## config.mk

```make
export PLATFORM = sky130hd
export DESIGN_NAME = moore_det_scheduler
export DESIGN_NICKNAME = d
export VERILOG_FILES = /design/src/rtl/moore_det_scheduler.sv
export SDC_FILE = /design/constraint.sdc
export NUM_CORES = 1
export LEC_CHECK = 0
export CORE_ASPECT_RATIO = 1.2
export CORE_UTILIZATION = 25
export CTS_CLUSTER_SIZE = 24
export DETAILED_ROUTE_END_ITERATION = 10
export PLACE_DENSITY = 0.54
export SYNTH_ARGS = -nofsm -noshare
export SYNTH_HDL_FRONTEND = slang
export SYNTH_SLANG_ARGS = --single-unit
```

## constraint.sdc

```tcl
create_clock -name clk -period 3.7 [get_ports clk]
set_input_delay 0.555 -clock clk [delete_from_list [all_inputs] [get_ports clk]]
set_output_delay 0.555 -clock clk [all_outputs]
set_load 0.03 [all_outputs]
```

## src/rtl/moore_det_scheduler.sv

```systemverilog
// Round-robin scheduler sharing one bit-serial Moore toggle detector between two requesters.
// Each accepted word is cleared into the detector, shifted LSB first, and the per-bit results are returned.
module moore_det_scheduler #(
  parameter int W       = 8,
  parameter int DET_LAT = 2
) (
  input  logic         clk,
  input  logic         rst,
  input  logic [1:0]   req_valid,
  input  logic [W-1:0] req_data0,
  input  logic [W-1:0] req_data1,
  output logic [1:0]   req_ready,
  output logic [1:0]   resp_valid,
  output logic [W-1:0] resp_data,
  output logic         busy,
  output logic         det_clr,
  output logic         det_inp,
  input  logic         det_out
);

  localparam int CW = $clog2(W + DET_LAT + 1);
  localparam int IW = $clog2(W);

  typedef enum logic [2:0] {
    S_IDLE  = 3'd0,
    S_CLEAR = 3'd1,
    S_SHIFT = 3'd2,
    S_DRAIN = 3'd3,
    S_DONE  = 3'd4
  } state_t;

  state_t         r_state;
  state_t         w_next;
  logic           w_gnt_vld;
  logic           w_gnt_idx;
  logic           r_rr;
  logic           r_gnt;
  logic [CW-1:0]  r_cnt;
  logic [W-1:0]   r_shift;
  logic [W-1:0]   r_cap;
  logic [W-1:0]   w_cap;
  logic [1:0]     r_req_ready;
  logic [1:0]     r_resp_valid;
  logic [W-1:0]   r_resp_data;
  logic           r_busy;
  logic           r_det_clr;
  logic           r_det_inp;
  logic [DET_LAT:1] r_pv;
  logic [IW-1:0]  r_pidx [1:DET_LAT];

  // Next-state and grant selection
  always_comb begin
    w_next    = r_state;
    w_gnt_vld = 1'b0;
    w_gnt_idx = r_rr;
    case (r_state)
      S_IDLE: begin
        if (req_valid != 2'b00) begin
          w_gnt_vld = 1'b1;
          if (req_valid == 2'b11) begin
            w_gnt_idx = r_rr;
          end else begin
            w_gnt_idx = req_valid[1];
          end
          w_next = S_CLEAR;
        end else begin
          w_next = S_IDLE;
        end
      end
      S_CLEAR: w_next = S_SHIFT;
      S_SHIFT: begin
        if (r_cnt == CW'(W - 1)) begin
          w_next = S_DRAIN;
        end else begin
          w_next = S_SHIFT;
        end
      end
      S_DRAIN: begin
        if (r_cnt == CW'(DET_LAT - 1)) begin
          w_next = S_DONE;
        end else begin
          w_next = S_DRAIN;
        end
      end
      S_DONE:  w_next = S_IDLE;
      default: w_next = S_IDLE;
    endcase
  end

  // Result bit for the index that left the detector pipeline this cycle
  always_comb begin
    w_cap = r_cap;
    if (r_pv[DET_LAT]) begin
      w_cap[r_pidx[DET_LAT]] = det_out;
    end else begin
      w_cap = r_cap;
    end
  end

  // Delayed bit-index pipeline: stage DET_LAT lines up with det_out for that bit
  always_ff @(posedge clk or posedge rst) begin
    if (rst) begin
      r_pv <= '0;
      for (int i = 1; i <= DET_LAT; i++) begin
        r_pidx[i] <= '0;
      end
    end else begin
      r_pv[1]   <= (r_state == S_SHIFT);
      r_pidx[1] <= r_cnt[IW-1:0];
      for (int i = 2; i <= DET_LAT; i++) begin
        r_pv[i]   <= r_pv[i-1];
        r_pidx[i] <= r_pidx[i-1];
      end
    end
  end

  // FSM state, datapath and registered outputs (all derived from the next state)
  always_ff @(posedge clk or posedge rst) begin
    if (rst) begin
      r_state      <= S_IDLE;
      r_rr         <= 1'b0;
      r_gnt        <= 1'b0;
      r_cnt        <= '0;
      r_shift      <= '0;
      r_cap        <= '0;
      r_req_ready  <= 2'b00;
      r_resp_valid <= 2'b00;
      r_resp_data  <= '0;
      r_busy       <= 1'b0;
      r_det_clr    <= 1'b0;
      r_det_inp    <= 1'b1;
    end else begin
      r_state   <= w_next;
      r_cnt     <= (w_next != r_state) ? {CW{1'b0}} : r_cnt + CW'(1);
      r_busy    <= (w_next != S_IDLE);
      r_det_clr <= (w_next == S_CLEAR);
      // Idle and drain drive 1 so the detector holds its state
      r_det_inp <= (w_next == S_SHIFT) ? r_shift[0] : 1'b1;
      r_req_ready <= w_gnt_vld ? (2'b01 << w_gnt_idx) : 2'b00;

      if (w_gnt_vld) begin
        r_gnt   <= w_gnt_idx;
        r_shift <= w_gnt_idx ? req_data1 : req_data0;
        r_cap   <= '0;
      end else if (w_next == S_SHIFT) begin
        r_shift <= r_shift >> 1;
        r_cap   <= w_cap;
      end else begin
        r_cap   <= w_cap;
      end

      if (w_next == S_DONE) begin
        r_resp_valid <= 2'b01 << r_gnt;
        r_resp_data  <= w_cap;
      end else begin
        r_resp_valid <= 2'b00;
      end

      if (r_state == S_DONE) begin
        r_rr <= ~r_gnt;
      end else begin
        r_rr <= r_rr;
      end
    end
  end

  assign req_ready  = r_req_ready;
  assign resp_valid = r_resp_valid;
  assign resp_data  = r_resp_data;
  assign busy       = r_busy;
  assign det_clr    = r_det_clr;
  assign det_inp    = r_det_inp;

endmodule

```

==> metrics.md <==
| Metric | Value |
|---|---|
| Vias in the first global route | `approximately 1500` |
| CP Launch Type | `register` |
| Worst hold margin | `approximately 340 ps` |
| Commonest non-fill, non-tap cell in the layout | `dfrtp_1` |
| Crit path cell chain | `clkdlybuf4s50_1` |
| Crit Path Category | `reg2out` |
| Detailed Route WL | `roughly 4.3 mm` |
| Post-CTS Setup Repair Bufs | `0` |
| Starting Density | `26.0%` |
| Global Route Usage Sum | `9.95%` |
| Register Area | `1200 um^2` |
| WL met3 | `approximately 180 um` |
| DRT antenna net count | `0` |
| Worst-margin pin slew | `960 ps` |
| Outcome | `finished, final reports clean` |
| P_leak | `1.13 nW` |
| CP required | `3140 ps` |
| Iter 0 DRT Violations | `between 100 and 150` |
| Final Hold Vio Count | `0` |
| CTS H-tree lvls | `2` |
| Die width | `88.6 um` |
| Vias post-DR | `1534` |
| RSZ-0062 raised after global routing | `no` |
| CTS root buf | `clkbuf_8` |
| Fmax | `487 MHz` |
| M1 wire length | `~1.9 mm` |
| CTS buffer count | `5` |
| Synthesis Warnings | `0` |
| PortBufs | `35` |
| Largest net degree at the start of global routing | `49` |
| Pwr/cell area | `776 nW/um^2` |
| Clock skew | `11.0 ps` |
| Tcrit/Tclk final | `55.5%` |
| Hold Path Class | `reg2reg` |
| Area growth, synth to finish | `23.3%` |
| Clk buf depth | `2` |
| Row cnt | `37` |
| CP arrival | `1500 ps` |
| Yosys reg bits | `48` |
| Buffer and inverter count on the worst path | `1` |
| Slew Limit Headroom | `35.9%` |
| Setup TNS | `0 ps` |
| Post-synth net total | `206` |
| CP Max Fanout | `1` |
| Grt total ovfl | `0` |
| CP delay by family, top | `buffers and inverters` |
| Share of cells above drive strength 1 | `11.2%` |
| Max Cap Viol | `0` |
| Cell area after synthesis | `2250 um^2` |
| Area of the multi-input gates | `912 um^2` |
| Layout Nets | `237` |
| Dominant synthesized flop cell | `dfrtp_1` |
| EDFF count, synth | `0` |
| Filler cell count | `882` |
| R2R Setup Slk | `1900 ps` |
| Endpoints failing setup | `0` |
| Clk_lat worst skew | `300 ps` |
| Io pins | `36` |
| Vias/cell | `approximately 4.6` |
| Clock Sinks | `48` |
| Resize count post-CTS | `0` |
| Pins Over Slew Limit | `0` |
| Met2 wire len | `2.16 mm` |
| Yosys cell types | `44` |
| Antenna violations before repair | `0` |
| CTS tree | `done` |
| Most frequent cells in the layout | `dfrtp_1 (47), clkdlybuf4s50_1 (35), mux2i_1 (18), inv_1 (11), nor2_1 (11)` |
| Cells after Synth | `approximately 180` |
| HPWL Detailed | `3.01 mm` |
| Initial DRT Pass Iterations | `4` |
| Min Tclk post-route | `just over 2000 ps` |
| Core area | `roughly 8700 um^2` |
| # DRC | `0` |
| RePlAce Congestion | `slightly above 0.8` |
| Syn Area/Cell | `between 10 and 15 um^2` |
| Fraction of the yosys area taken by sequential cells | `53.4%` |
| DIE AREA | `9390 um^2` |
| Post-synth ARST share | `100%` |
| Top sig layer | `met4` |
| Clock transition at path regs | `around 90 ps` |
| CP max stage cell | `clkdlybuf4s50_1` |
| Crit. End Element | `output port` |
| Die Y | `106 um` |
| Global-route wire length before repair | `around 7.3 mm` |
| Wirelength per Cell | `between 10 and 15 um` |
| CTS Hold Bufs | `0` |
| Max VDD drop | `0.000218 V` |
| Worst path max stage delay | `670 ps` |
| Antenna diodes | `0` |
-- Yosys cell counts, types with 2 or more instances --
cell type | count | area share [%]
a221oi_1 | 7 | 2.7
a41oi_2 | 7 | 5.1
and2_1 | 2 | 0.56
and3_1 | 3 | 0.83
buf_2 | 2 | 0.44
buf_6 | 6 | 3.0
dfrtp_1 | 47 | 52
ha_1 | 2 | 1.1
inv_1 | 12 | 2.0
mux2i_1 | 18 | 8.0
nand2_1 | 2 | 0.33
nand2b_1 | 2 | 0.56
nand3_1 | 9 | 2.0
nand3b_1 | 2 | 0.67
nand4_1 | 9 | 2.5
nand4b_1 | 3 | 1.2
nor2_1 | 11 | 1.8
nor4_1 | 4 | 1.1
nor4bb_1 | 3 | 1.3
o21ai_0 | 7 | 1.6
or3_1 | 2 | 0.56
-- metrics by stage --
step / instance area, um^2 / instances / setup WS [ps] / power (mW) / util (%)
after floorplan: 2250 / 183 / 2000 / 1.56 / -
after global placement: 2660 / 324 / 1380 / 1.77 / 30.7
after detailed placement: 2660 / 324 / 1340 / 1.78 / 30.7
after CTS: 2780 / 332 / 1620 / 2.18 / 32.1
after global routing: 2780 / 332 / 1570 / 2.31 / 32.1
final: 2780 / 332 / 1650 / 2.16 / 32.1
-- report_power, final --
part	switching (mW)	internal, mW	total, mW
registers	0.166	0.735	0.902
clock network	0.171	0.221	0.392
logic	0.468	0.394	0.862
total	0.805	1.35	2.16
-- final timing paths --
| kind | from | endpoint | cells past startpoint |
|---|---|---|---|
| max | det_inp$_DFF_PP1_ | det_inp | 1 |
| min | r_pidx[3]$_DFF_PP0_ | r_pidx[0]$_DFF_PP0_ | 0 |
| max reg2reg | r_cnt[1]$_DFF_PP0_ | resp_data[1]$_DFFE_PP0N_ | 5 |
| min reg2reg | r_pidx[3]$_DFF_PP0_ | r_pidx[0]$_DFF_PP0_ | 0 |
| max in group asynchronous | rst | r_cnt[2]$_DFF_PP0_ | 2 |
| min in group asynchronous | rst | req_ready[1]$_DFF_PP0_ | 2 |
-- area by class of cell --
cell class                      count  area share (%)
Clock buffer                        6            2.97
Clock inverter                      2            1.40
Inverter                           12            1.62
Multi-Input combinational cell    112            32.8
Sequential cell                    48            43.3
Tap cell                          117            5.27
Timing Repair Buffer               35            12.6
-- registers in the layout, summed over array words and instances, names as in the netlist --
name        cells
r_cap           8
det_clr         1
det_inp         1
r_gnt           1
r_cnt           4
resp_valid      2
r_rr            1
r_pidx          6
r_state         3
r_pv            2
r_shift         8
req_ready       2
busy            1
resp_data       8
-- logic make-up (layout without fill, tap and decap cells) --
family | count (synthesis) | in the layout | synth area share (%)
AND/OR/NAND/NOR | 61 | 61 | 17.7
flip-flops | 48 | 48 | 53.4
AO/OA/AOI/OAI | 29 | 29 | 12.9
buffers and inverters | 23 | 55 | 6.11
multiplexers | 18 | 18 | 8.00
adder cells (fa/ha/maj) | 2 | 2 | 1.11
XOR/XNOR | 2 | 2 | 0.778
-- metal layers --
metal | up-vias | GRT usage [%]
li1 | 739 | -
met4 | 0 | 3.80
met5 | - | 0
met2 | 36 | 16.0
met1 | 750 | 12.8
met3 | 9 | 2.41
(Power assumes the default switching activity.)
